`src/rtl/bus_mux_arbiter.sv`:
```
// rtl/bus_mux_arbiter.sv - fixed-priority bus multiplexer with conflict detection and counting
module bus_mux_arbiter #(
  parameter int DATA_W    = 32,
  parameter int N_SRC     = 24,
  parameter int SEL_W     = 5,
  parameter int REG_OUT   = 1,
  parameter int IDLE_MODE = 0,
  parameter int CNT_W     = 8
) (
  input  logic                    clock,
  input  logic                    clear_n,
  input  logic [N_SRC*DATA_W-1:0] src_data,
  input  logic [N_SRC-1:0]        src_out,
  input  logic                    err_clr,
  output logic [DATA_W-1:0]       bus_out,
  output logic                    bus_valid,
  output logic [SEL_W-1:0]        bus_owner,
  output logic                    conflict,
  output logic                    conflict_sticky,
  output logic [CNT_W-1:0]        conflict_cnt
);

  logic              any;
  logic              multi;
  logic [SEL_W-1:0]  win_idx;
  logic [DATA_W-1:0] sel_data;
  logic [DATA_W-1:0] next_out;
  logic [DATA_W-1:0] last_val;

  assign any   = |src_out;
  // Clearing the lowest set bit leaves something behind only if two or more bits were set.
  assign multi = (src_out & (src_out - N_SRC'(1))) != '0;

  // Priority encoder: scan from the top down so the lowest set index is the last to win.
  always_comb begin
    win_idx  = '0;
    sel_data = '0;
    for (int i = N_SRC - 1; i >= 0; i--) begin
      if (src_out[i]) begin
        win_idx  = SEL_W'(i);
        sel_data = src_data[i*DATA_W +: DATA_W];
      end
    end
  end

  // Value the bus should carry for the current inputs, including the idle policy.
  always_comb begin
    next_out = '0;
    if (any)
      next_out = sel_data;
    else if (IDLE_MODE != 0)
      next_out = last_val;
  end

  // Remember the most recently driven value for the hold-on-idle policy.
  always_ff @(posedge clock or negedge clear_n) begin
    if (!clear_n)
      last_val <= '0;
    else if (any)
      last_val <= sel_data;
  end

  // Sticky flag and saturating counter; err_clr wins over a same-cycle conflict.
  always_ff @(posedge clock or negedge clear_n) begin
    if (!clear_n) begin
      conflict_sticky <= 1'b0;
      conflict_cnt    <= '0;
    end else if (err_clr) begin
      conflict_sticky <= 1'b0;
      conflict_cnt    <= '0;
    end else if (multi) begin
      conflict_sticky <= 1'b1;
      if (!(&conflict_cnt))
        conflict_cnt <= conflict_cnt + CNT_W'(1);
    end
  end

  generate
    if (REG_OUT != 0) begin : g_reg
      // Registered outputs: one cycle of latency; in-flight data is dropped on reset.
      always_ff @(posedge clock or negedge clear_n) begin
        if (!clear_n) begin
          bus_out   <= '0;
          bus_valid <= 1'b0;
          bus_owner <= '0;
          conflict  <= 1'b0;
        end else begin
          bus_out   <= next_out;
          bus_valid <= any;
          bus_owner <= win_idx;
          conflict  <= multi;
        end
      end
    end else begin : g_comb
      assign bus_out   = next_out;
      assign bus_valid = any;
      assign bus_owner = win_idx;
      assign conflict  = multi;
    end
  endgenerate

endmodule

```
`config.mk`:
```
export PLATFORM = sky130hd
export DESIGN_NAME = bus_mux_arbiter
export DESIGN_NICKNAME = d
export VERILOG_FILES = /design/src/rtl/bus_mux_arbiter.sv
export SDC_FILE = /design/constraint.sdc
export NUM_CORES = 1
export LEC_CHECK = 0
export ABC_AREA = 1
export BUFFER_PORTS_ARGS = -buffer_cell sky130_fd_sc_hd__buf_2
export CAP_MARGIN = 10
export CORE_AREA = 2 2 327 329
export CTS_BUF_LIST = sky130_fd_sc_hd__clkbuf_8
export DETAILED_ROUTE_END_ITERATION = 12
export DIE_AREA = 0 0 329 331
export HOLD_SLACK_MARGIN = 0.02
export PLACE_DENSITY = 0.3
export SYNTH_ARGS = -nofsm -noshare
export SYNTH_HDL_FRONTEND = slang
export SYNTH_SLANG_ARGS = --single-unit
```
`constraint.sdc`:
```
create_clock -name clock -period 2.56 [get_ports clock]
set_clock_uncertainty 0.15 [all_clocks]
set_input_delay 0.128 -clock clock [delete_from_list [all_inputs] [get_ports clock]]
set_output_delay 0.128 -clock clock [all_outputs]
set_load 0.05 [all_outputs]
```
== Word level (Yosys, flattened, before mapping) ==
Index checks and enable logic that the tools add are counted.

* Output and inout bits: 48
* Logic and storage cells: 69
* Register bits after elaboration: 48
* Input port bits: 795

* Bitwise logic cells: 1
* $add $sub $neg: 2
* Equality and inequality tests: 1
* Reduce and logical (&&, ||, !) cells: 5
* Muxes and demuxes: 54

{| class="wikitable"
|+ Operators with widths
! kind !! count
|-
| $mux 32 || 25
|-
| $mux 5 || 24
|-
| $and 24x24->24 || 1
|-
| $mux 8 || 3
|-
| $reduce_bool 24->1 || 1
|-
| $reduce_or 24->1 || 1
|-
| $sub 24x1->24 const B || 1
|-
| $add 8x1->8 const B || 1
|-
| $reduce_and 8->1 || 1
|-
| $mux 1 || 2
|-
| $ne 2x2->1 const B || 1
|-
| $reduce_and 2->1 || 1
|-
| $reduce_bool 2->1 || 1
|}

== Logic depth before layout (Yosys ltp) ==
Gate-level depths: netlist of the first run.

* Word-level depth: 25
* Mapped depth: 19
* Mapped depth without buffers: 17

== Worst setup path after synthesis of the first run ==
OpenSTA, ideal clock, no wires.

* Path kind: reg2reg
* Start point: reg conflict_cnt[0]
* End point: reg conflict_cnt[6]
* Path buffers: 0
* Clock period less this slack: 1.852 ns
* Arrival time: 1.581 ns
* Cell stages (with the launch flop): 7
* Setup slack: 0.708 ns
* Setup time: 0.121 ns
* Path through: dfrtp_1 ha_1 nand2_1 inv_1 nand4_1 nand4_1 nand2_1

* Cells in the longest elaborated chain, start to end: 4
* Elaborated cells between the ends (all ways): 7

{| class="wikitable"
|+ RTL lines
! what !! line !! text
|-
| start, declared || 20 || <nowiki>output logic [CNT_W-1:0] conflict_cnt</nowiki>
|-
| start signal, assigned || 74 || <nowiki>conflict_cnt <= conflict_cnt + CNT_W'(1);</nowiki>
|-
| $add 8x1->8 || 74 ||
|-
| $mux 8 || 73 || <nowiki>if (!(&conflict_cnt))</nowiki>
|-
| $mux 8 || 71 || <nowiki>end else if (multi) begin</nowiki>
|-
| $mux 8 || 68 || <nowiki>end else if (err_clr) begin</nowiki>
|}

Parallel ways exist; a longest one is shown, timed or not. The select of a mux whose other input is x is not followed.
A chain may end at the register's enable or synchronous reset.

== Final worst setup path of the first run ==
* Start point: in src_out[4]
* End point: reg conflict_cnt[0]

* Cells in the longest elaborated chain, start to end: 5

{| class="wikitable"
|+ RTL lines
! what !! line !! text
|-
| start, declared || 13 || <nowiki>input logic [N_SRC-1:0] src_out,</nowiki>
|-
| $sub 24x1->24 || 32 || <nowiki>assign multi = (src_out & (src_out - N_SRC'(1))) != '0;</nowiki>
|-
| $and 24x24->24 * || 32 ||
|-
| $reduce_bool 24->1 * || 32 ||
|-
| net multi || 24 || <nowiki>logic multi;</nowiki>
|-
| $reduce_bool 2->1 (no line) * || n/a ||
|-
| $reduce_and 2->1 (no line) * || n/a ||
|}

Mark *: on every way through the listed nets, which the timed path passes. The rest lies on a longest branch.

==> results of run 1 <==
[worst max-delay path, cell delays in order]
cell	delay, ns
dlygate4sd3_1	0.56
buf_2	0.15
inv_1	0.10
nand2_1	0.08
nor2_1	0.13
nand2_2	0.13
buf_4	0.18
o21ai_1	0.10
o21ai_0	0.08
a211oi_1	0.17
nand2_1	0.14
nor2_4	0.19
nand2_4	0.11
nand2_4	0.13
nand3_1	0.09
nand2_1	0.08
[cell usage after synthesis (all sizes together)]
cell	instances	area [um^2]
a21oi	71	355
o21ai	40	200
buf	49	230
a31oi	1	6.26
o22ai	161	1010
o31ai	1	7.51
nand2	1004	3800
clkinv	3	12.5
nand3	54	270
nor3	9	55.1
xor2	3	26.3
nand4	11	68.8
a22oi	1	7.51
o21a	1	7.51
o211ai	1	7.51
xnor2	1	8.76
dfrtp	48	1200
inv	254	953
nor2	263	1040
a21boi	1	7.51
clkbuf	86	323
o221ai	32	280
o2111ai	1	8.76
o21bai	1	7.51
ha	1	12.5
a211oi	1	7.51
[state kept, by name, indices dropped and copies added (netlist names)]
signal	count
conflict_cnt	8
bus_out	32
conflict_sticky	1
conflict	1
bus_valid	1
bus_owner	5
[cell families (layout without fill, tap and decap cells)]
kind of cell	Yosys count	in the layout	synth area share, %
DFF	48	48	12.1
xor gates and xnor gates	4	4	0.354
other	0	14	0
adders and majority gates	1	1	0.126
buffers and inverters	392	1284	15.3
and+or+nand+nor	1341	1341	52.8
AOI/OAI and AO/OA	313	313	19.3
[cell type report]
class | instances | share of cell area [%]
Antenna cell | 14 | 0.203
Tap cell | 1391 | 10.1
Clock inverter | 2 | 0.0652
Sequential cell | 48 | 6.95
Clock buffer | 6 | 0.478
Inverter | 257 | 5.61
Multi-Input combinational cell | 1659 | 41.9
Timing Repair Buffer | 1019 | 34.7
[layout by cell type, fill, tap and decap left out, types with 2 or more instances in the layout]
cell             n
a21oi_1         71
buf_12          18
buf_2          841
buf_4           72
clkbuf_8         6
clkinvlp_4       2
dfrtp_1         48
diode_2         14
dlygate4sd3_1   88
inv_1          248
inv_2            8
nand2_1        992
nand2_2          9
nand2_4          3
nand3_1         53
nand4_1         11
nor2_1         250
nor2_2           7
nor2_4           6
nor3_1           7
nor3_4           2
o21ai_0         36
o21ai_1          4
o221ai_1        32
o22ai_1        161
xor2_1           3
[path summary, 6_finish.rpt]
path                                        startpoint                          end  slack, ns  cells after the start
setup reg to reg           conflict_cnt[0]$_DFFE_PN0P_  conflict_cnt[6]$_DFFE_PN0P_       0.76                      6
setup / recovery                            src_out[4]  conflict_cnt[0]$_DFFE_PN0P_       0.15                     16
hold / removal                            src_data[68]         bus_out[4]$_DFF_PN0_       0.04                      5
hold reg to reg            conflict_sticky$_DFFE_PN0P_  conflict_sticky$_DFFE_PN0P_       0.37                      2
max in group asynchronous                      clear_n        bus_out[25]$_DFF_PN0_       1.50                      3
min in group asynchronous                      clear_n        bus_out[24]$_DFF_PN0_       0.18                      3
[power groups by stage]
stage	Clock [uW]	Combinational [uW]	Sequential [uW]
floorplan	0	1030	1050
global placement	0	2700	852
detailed placement	0	2690	852
CTS	591	2810	836
global route	616	3040	841
finish	566	2750	836
[metal layers]
layer	global-route usage (%)	part of all wire (%)
met1	19.4	44
met2	26.8	49
met3	2.34	5.4
met4	1.56	0.85
met5	0	0.12
[what timing repair did]
action | in CTS | in global routing
resized for setup | 0 | 8
hold buffers | 86 | 2
endpoints found under the setup margin | 0 | 13
hold endpoints to repair | 83 | 1
[through the flow]
stage                     std cells  hold WS [ns]  setup TNS [ns]
after global routing           4387        0.0376               0
after global placement         4286        -0.193           -1.85
final                          4396        0.0411               0
after detailed placement       4286        -0.192           -1.52
after CTS                      4380        0.0242               0
after floorplan                2099        -0.318               0
==> out/results.txt, run 1 <==
outcome -> completed
period utilisation layout -> 94.2%
largest fanout on the critical path -> 8
clock latency on the worst-skew pair -> 0.34 ns
Final Cell Area -> 17300 um^2
die area -> 109000 um^2
global placement routability congestion -> 0.841
Post-CTS Setup Repair Bufs -> 0
routed via count -> 16300
Syn Std Cell Area -> 9910 um^2
switching share of power -> 48.8%
vias per cell -> 3.72
Area growth syn-to-layout -> 74.4%
crit path launch type -> primary input
Internal -> 2120 uW
CTS tree -> built
Sequential Area -> 1200 um^2
row cnt -> 119
I/O pin count -> 843
Hold/Removal Path Class -> in -> reg
maximum clock rate -> 415 MHz
actual slew at the worst max-slew pin -> 0.769 ns
Static Leakage -> 0.0100 uW
Core ar. -> 105000 um^2
root buffer cell -> clkbuf_8
Logic pwr share -> 66.2%
largest net degree at the start of global routing -> 65
Tot GR Track Use -> 15.0%
antenna-violating nets left -> 0
share of layout cells above drive strength 1 -> 32.6%
CTS sink cnt -> 48
part of the power in the clock network -> 13.6%
final core occ -> 16.5%
fin worst setup slack -> 0.149 ns
DRT iter0 DRCs -> 837
Rel. slew slack -> 48.7%
total CTS buffers -> 5
die width -> 329 um
Buffers on Ports -> 842
average size of a mapped cell -> 4.72 um^2
post-synthesis sequential area ratio -> 12.1%
H-tree Lvls -> 2
CP Data Arrival Time -> 2.55 ns
MaxCap Viol Count -> 0
DRT Wirelength -> 86.8 mm
Clk pin slew, worst setup/hold paths -> 0.11 ns
critical path data required time -> 2.70 ns
Yosys reg bits -> 48
Place WS -> -0.350 ns
Setup CP Type -> in -> reg
kind of end point of the critical path -> register
DIE HEIGHT -> 331 um
Yosys Warn Count -> 0
dpl hpwl -> 75.1 mm
DRT Pass-1 Iters -> 5
Congestion Overflow GR -> 0
RSZ-0062 raised after global routing -> no
number of distinct library cells after synthesis -> 36
setup violators final -> 0
number of global-route vias before repair -> 16400
initial antenna violation count -> 26
register share of total power -> 20.2%
first-pass GRT wire length -> 117 mm
multi-input combinational cell area -> 7240 um^2
Psw -> 2020 uW
pwr/cell area -> 240 nW/um^2
clk buf depth -> 2
total power -> 4150 uW
final net count -> 3786
Syn Nets -> 2895
Initial Util -> 9.44%
final hold vios -> 0
Worst VDD drop -> 0.166 mV
fillers -> 12700
fin crit period -> 2.41 ns
Mapped Cells -> 2099
Max Slew Vio Count -> 0
final routed DRC violation total -> 0
Avg WL per Cell -> 19.7 um
Placed Area -> 16200 um^2
Note: power is estimated with default switching activity, not from simulation.
==> run 2: changes to the inputs <==
--- a/config.mk
+++ b/config.mk
@@ -8,10 +8,10 @@
 export ABC_AREA = 1
 export BUFFER_PORTS_ARGS = -buffer_cell sky130_fd_sc_hd__buf_2
 export CAP_MARGIN = 10
-export CORE_AREA = 2 2 327 329
+export CORE_AREA = 2 2 333 335
 export CTS_BUF_LIST = sky130_fd_sc_hd__clkbuf_8
 export DETAILED_ROUTE_END_ITERATION = 12
-export DIE_AREA = 0 0 329 331
+export DIE_AREA = 0 0 335 337
 export HOLD_SLACK_MARGIN = 0.02
 export PLACE_DENSITY = 0.3
 export SYNTH_ARGS = -nofsm -noshare
==> run 2 against run 1 <==
Against the previous run: sequential cell count unchanged; clock-buffer cell count unchanged; routed wire length up 3.0%; largest power group unchanged.
==> out/results.txt, run 2 (synthesized netlist as in run 1, its figures left out) <==
total CTS buffers -> 5
Critical path origin -> src_out[21]
Biggest register -> bus_out
Buffers on Ports -> 842
row cnt -> 122
Final Cell Area -> 17500 um^2
Avg WL per Cell -> 20.1 um
Worst VDD drop -> 0.186 mV
MaxCap Viol Count -> 0
dpl hpwl -> 77.3 mm
crit path launch type -> primary input
GR Layer Usage met2 -> 26.1%
die area -> 113000 um^2
Initial Util -> 9.04%
final net count -> 3792
kind of end point of the critical path -> register
actual slew at the worst max-slew pin -> 0.782 ns
maximum clock rate -> 414 MHz
CTS sink cnt -> 48
vias per cell -> 3.66
I/O pin count -> 843
Placed Area -> 16400 um^2
final routed DRC violation total -> 0
H-tree Lvls -> 2
clk buf depth -> 2
most common cell after layout, fill and taps aside -> nand2_1
Tot GR Track Use -> 14.9%
first-pass GRT wire length -> 120 mm
root buffer cell -> clkbuf_8
Core ar. -> 110000 um^2
final hold vios -> 0
CP Data Arrival Time -> 2.58 ns
setup violators final -> 0
critical path data required time -> 2.72 ns
Slowest cell on crit path -> dlygate4sd3_1
Non-Filler Instances -> 4441
routed via count -> 16300
max incr delay on CP -> 0.55 ns
Max Slew Vio Count -> 0
Area growth syn-to-layout -> 76.7%
final core occ -> 16.0%
Setup TNS -> 0 ns
DRT iter0 DRCs -> 714
RSZ-0062 raised after global routing -> no
pwr/cell area -> 242 nW/um^2
global-route met3 utilization -> 3.08%
global routing's busiest layer -> met2
share of layout cells above drive strength 1 -> 33.9%
Cell Chain, Critical Path -> clkbuf_4, nor2_4, inv_2, buf_4, nand2_1, nand2_1, nand2_1, nand2_1, nand2_1, nand2_1, nand2_1, nand2_1, nand2_1, nand2_1, nand2_1, nand2_1, nand2_1, nand2_1, a21oi_1, dlygate4sd3_1
DRT Wirelength -> 89.4 mm
Top Registers -> bus_out x32, conflict_cnt x8, bus_owner x5
global placement routability congestion -> 0.854
CP Buf/Inv Count -> 4
period utilisation layout -> 94.4%
M1 GR Usage -> 18.8%
Setup CP Type -> in -> reg
min-delay src -> src_data[47]
Crit path max-delay family -> simple AND/OR/NAND/NOR gates
Static Leakage -> 0.0101 uW
largest fanout on the critical path -> 6
die width -> 335 um
outcome -> completed
DIE HEIGHT -> 337 um
fin crit period -> 2.42 ns
fillers -> 13200
number of global-route vias before repair -> 16800
initial antenna violation count -> 33
DRT Pass-1 Iters -> 4
Rel. slew slack -> 47.9%
antenna-violating nets left -> 0
most frequent cells in the layout -> nand2_1, buf_2, nor2_1
Largest register FFs -> 32
Clk pin slew, worst setup/hold paths -> 0.12 ns
Congestion Overflow GR -> 0
Hold/Removal Path Class -> in -> reg
largest net degree at the start of global routing -> 65
Top cell by count, worst path -> nand2_1
CTS tree -> built
Crit Reg-Reg Startpoint -> conflict_cnt[0]$_DFFE_PN0P_
placed instance count -> 4336
clock latency on the worst-skew pair -> 0.35 ns
run 2: cell types whose count changed in the layout (fill, tap and decap cells not counted), moves of 3 or more:
cell | before | now
buf_6 | 0 | 4
nand2_2 | 9 | 22
buf_12 | 18 | 24
clkbuf_16 | 0 | 3
diode_2 | 14 | 18
nand2_1 | 992 | 979
buf_4 | 72 | 83
buf_2 | 841 | 838
dlygate4sd3_1 | 88 | 71
run 2: what timing repair did:
action	4_1_cts	5_1_grt
hold buffers	71	0
hold endpoints to repair	83	0
cloned	0	3
setup endpoints to repair	1	20
buffers inserted	0	5
gates resized for setup	1	31
pin swaps	0	2
run 2: power breakdown:
part / switching (uW) / total [uW] / internal, uW
combinational: 1690 / 2830 / 1140
clock: 356 / 573 / 218
sequential: 24.1 / 837 / 813
run 2: through the flow:
stage               hold slack (ns)  power [uW]  worst slack (ns)
floorplan                    -0.318        2090             0.708
CTS                          0.0205        4280            0.0294
global route                 0.0461        4600           0.00130
finish                       0.0112        4240             0.143
detailed placement           -0.183        3580            -0.452
global placement             -0.184        3590            -0.479
run 2: final timing paths:
path,slack [ns],endpoint,cells past startpoint
setup / recovery,0.14,bus_out[23]$_DFF_PN0_,20
hold / removal,0.01,bus_out[15]$_DFF_PN0_,3
setup reg to reg,0.79,conflict_cnt[1]$_DFFE_PN0P_,6
hold reg to reg,0.36,conflict_sticky$_DFFE_PN0P_,2
max in group asynchronous,1.48,bus_out[28]$_DFF_PN0_,3
min in group asynchronous,0.17,bus_out[23]$_DFF_PN0_,3
run 2: worst reg2reg max path, cell delays in order (launching register included):
cell and delay [ns]:
dfrtp_1 0.47, ha_1 0.24, nand2_1 0.08, inv_1 0.11, nand4_1 0.33, nand4_1 0.22, nand2_1 0.07
run 2: layer usage:
metal	up-vias	share of wire, %
li1	8372	-
met1	7213	44
met2	584	48
met3	68	6.2
met4	24	1.4
met5	-	0.17
run 2: final cells by class:
| cell class | instances | area [um^2] | area share (%) |
|---|---|---|---|
| flip-flops and latches | 48 | 1200 | 6.86 |
| multi-input cells | 1659 | 7270 | 41.5 |
| clock inverters | 2 | 11.3 | 0.0643 |
| repair buffers | 1025 | 6140 | 35.1 |
| inverters | 257 | 970 | 5.54 |
| well taps | 1426 | 1780 | 10.2 |
| clock buffers | 6 | 82.6 | 0.472 |
| diodes | 18 | 45.0 | 0.257 |
==> run 3: changes to the inputs <==
--- a/config.mk
+++ b/config.mk
@@ -8,12 +8,12 @@
 export ABC_AREA = 1
 export BUFFER_PORTS_ARGS = -buffer_cell sky130_fd_sc_hd__buf_2
 export CAP_MARGIN = 10
-export CORE_AREA = 2 2 333 335
+export CORE_AREA = 2 2 327 329
 export CTS_BUF_LIST = sky130_fd_sc_hd__clkbuf_8
 export DETAILED_ROUTE_END_ITERATION = 12
-export DIE_AREA = 0 0 335 337
+export DIE_AREA = 0 0 329 331
 export HOLD_SLACK_MARGIN = 0.02
-export PLACE_DENSITY = 0.3
+export PLACE_DENSITY_LB_ADDON = 0.3
 export SYNTH_ARGS = -nofsm -noshare
 export SYNTH_HDL_FRONTEND = slang
 export SYNTH_SLANG_ARGS = --single-unit
==> run 3 against run 2 <==
Against the previous run: combinational power hardly changed; sequential share of layout area hardly changed; design area hardly changed; sequential cell count stayed put; clock power hardly changed; via count is 2.7% higher; final cell count is 0.32% lower; critical endpoint is now bus_out[1]$_DFF_PN0_.
==> out/results.txt, run 3 (synthesized netlist as in run 1, its figures left out) <==
outcome -> completed
Psw -> 2050 uW
clock latency on the worst-skew pair -> 0.34 ns
fin crit period -> 2.41 ns
Area growth syn-to-layout -> 76.8%
final core occ -> 16.7%
Avg WL per Cell -> 19.5 um
DRT Wirelength -> 86.4 mm
H-tree Lvls -> 2
root buffer cell -> clkbuf_8
maximum clock rate -> 416 MHz
Setup CP Type -> in -> reg
Biggest register -> bus_out
largest net degree at the start of global routing -> 65
DIE HEIGHT -> 331 um
Fin Hold WS -> 0.0273 ns
period utilisation layout -> 94.0%
fin worst setup slack -> 0.154 ns
pwr/cell area -> 240 nW/um^2
I/O pin count -> 843
CP Data Arrival Time -> 2.51 ns
CTS sink cnt -> 48
routed via count -> 16700
register share of total power -> 19.8%
vias per cell -> 3.77
Congestion Overflow GR -> 0
row cnt -> 119
Initial Util -> 9.44%
part of the power in the clock network -> 13.6%
critical path data required time -> 2.66 ns
total CTS buffers -> 5
Tot GR Track Use -> 14.9%
CTS tree -> built
DRT Pass-1 Iters -> 7
antenna-violating nets left -> 0
crit path launch type -> primary input
Hold/Removal Path Class -> in -> reg
kind of end point of the critical path -> register
actual slew at the worst max-slew pin -> 0.764 ns
total power -> 4210 uW
Max Slew Vio Count -> 0
first-pass GRT wire length -> 116 mm
Static Leakage -> 0.0101 uW
Post-CTS Setup Repair Bufs -> 0
Place WS -> -0.320 ns
final hold vios -> 0
Rel. slew slack -> 49.1%
Top Registers -> bus_out x32, conflict_cnt x8, bus_owner x5
most common cell after layout, fill and taps aside -> nand2_1
Largest register FFs -> 32
clk buf depth -> 2
Internal -> 2160 uW
Core ar. -> 105000 um^2
die width -> 329 um
largest fanout on the critical path -> 27
Worst VDD drop -> 0.206 mV
number of global-route vias before repair -> 16600
final routed DRC violation total -> 0
global placement routability congestion -> 0.921
most frequent cells in the layout -> nand2_1, buf_2, nor2_1
DRT iter0 DRCs -> 1001
die area -> 109000 um^2
switching share of power -> 48.6%
setup violators final -> 0
share of layout cells above drive strength 1 -> 33.5%
MaxCap Viol Count -> 0
dpl hpwl -> 75.7 mm
RSZ-0062 raised after global routing -> no
Logic pwr share -> 66.6%
Buffers on Ports -> 842
Clk pin slew, worst setup/hold paths -> 0.12 ns
final net count -> 3813
initial antenna violation count -> 35
run 3: changes by cell type in the layout (fill, tap and decap cells not counted), sizes merged:
cell,delta
buf,+12
clkbuf,-5
clkinv,+2
clkinvlp,-2
dlygate4sd3,+14
run 3: path summary, 6_finish.rpt:
path	to	slack [ns]	cells after the start	from
max in group asynchronous	bus_out[24]$_DFF_PN0_	1.52	3	clear_n
worst min-delay path	bus_out[1]$_DFF_PN0_	0.03	5	src_data[65]
min in group asynchronous	conflict_sticky$_DFFE_PN0P_	0.17	3	clear_n
worst max-delay path	bus_out[1]$_DFF_PN0_	0.15	14	src_out[0]
worst max register to register	conflict_cnt[6]$_DFFE_PN0P_	0.77	6	conflict_cnt[0]$_DFFE_PN0P_
worst min register to register	conflict_sticky$_DFFE_PN0P_	0.37	2	conflict_sticky$_DFFE_PN0P_
run 3: stage by stage:
| step | std cells | cell area [um^2] | setup TNS [ns] |
|---|---|---|---|
| floorplan | 2099 | 9910 | 0 |
| global placement | 4316 | 16500 | -1.14 |
| detailed placement | 4316 | 16500 | -1.04 |
| CTS | 4409 | 17400 | 0 |
| global route | 4418 | 17500 | 0 |
| finish | 4427 | 17500 | 0 |
run 3: timing repair:
action | in CTS | in global routing
setup endpoints to repair | 0 | 12
hold buffers | 85 | 0
gates resized for setup | 0 | 13
endpoints found under the hold margin | 87 | 0
run 3: per-layer routing:
layer | wire, um | GRT usage, % | vias to the layer above | share of wire, %
met2 | 40100 | 25.2 | 742 | 46
met1 | 36900 | 18.6 | 7396 | 43
li1 | - | - | 8425 | -
met4 | 2340 | 3.87 | 20 | 2.7
met3 | 6910 | 4.03 | 109 | 8.0
met5 | 124 | 0 | - | 0.14
run 3: area by class of cell:
type                            count  area, um^2
Sequential cell                    48        1200
Multi-Input combinational cell   1659        7250
Clock inverter                      2        13.8
Fill cell                       12500       87500
Timing Repair Buffer             1046        6210
Clock buffer                        6        82.6
Inverter                          257         966
Tap cell                         1391        1740
Antenna cell                       18        45.0
run 3: critical path, stage by stage:
cell           delay (ns)
dlygate4sd3_1        0.53
buf_2                0.14
inv_2                0.05
nand2_4              0.08
clkinv_2             0.06
nand2_2              0.14
nor2_4               0.06
nand2_2              0.10
inv_2                0.06
buf_4                0.12
nand2_1              0.09
buf_4                0.31
o221ai_1             0.31
a21oi_1              0.29
run 3: power groups by stage:
stage / combinational, uW / clock (uW) / sequential, uW
finish: 2800 / 572 / 835
global route: 3090 / 627 / 841
CTS: 2830 / 593 / 834
detailed placement: 2720 / 0 / 849
global placement: 2730 / 0 / 850
floorplan: 1030 / 0 / 1050
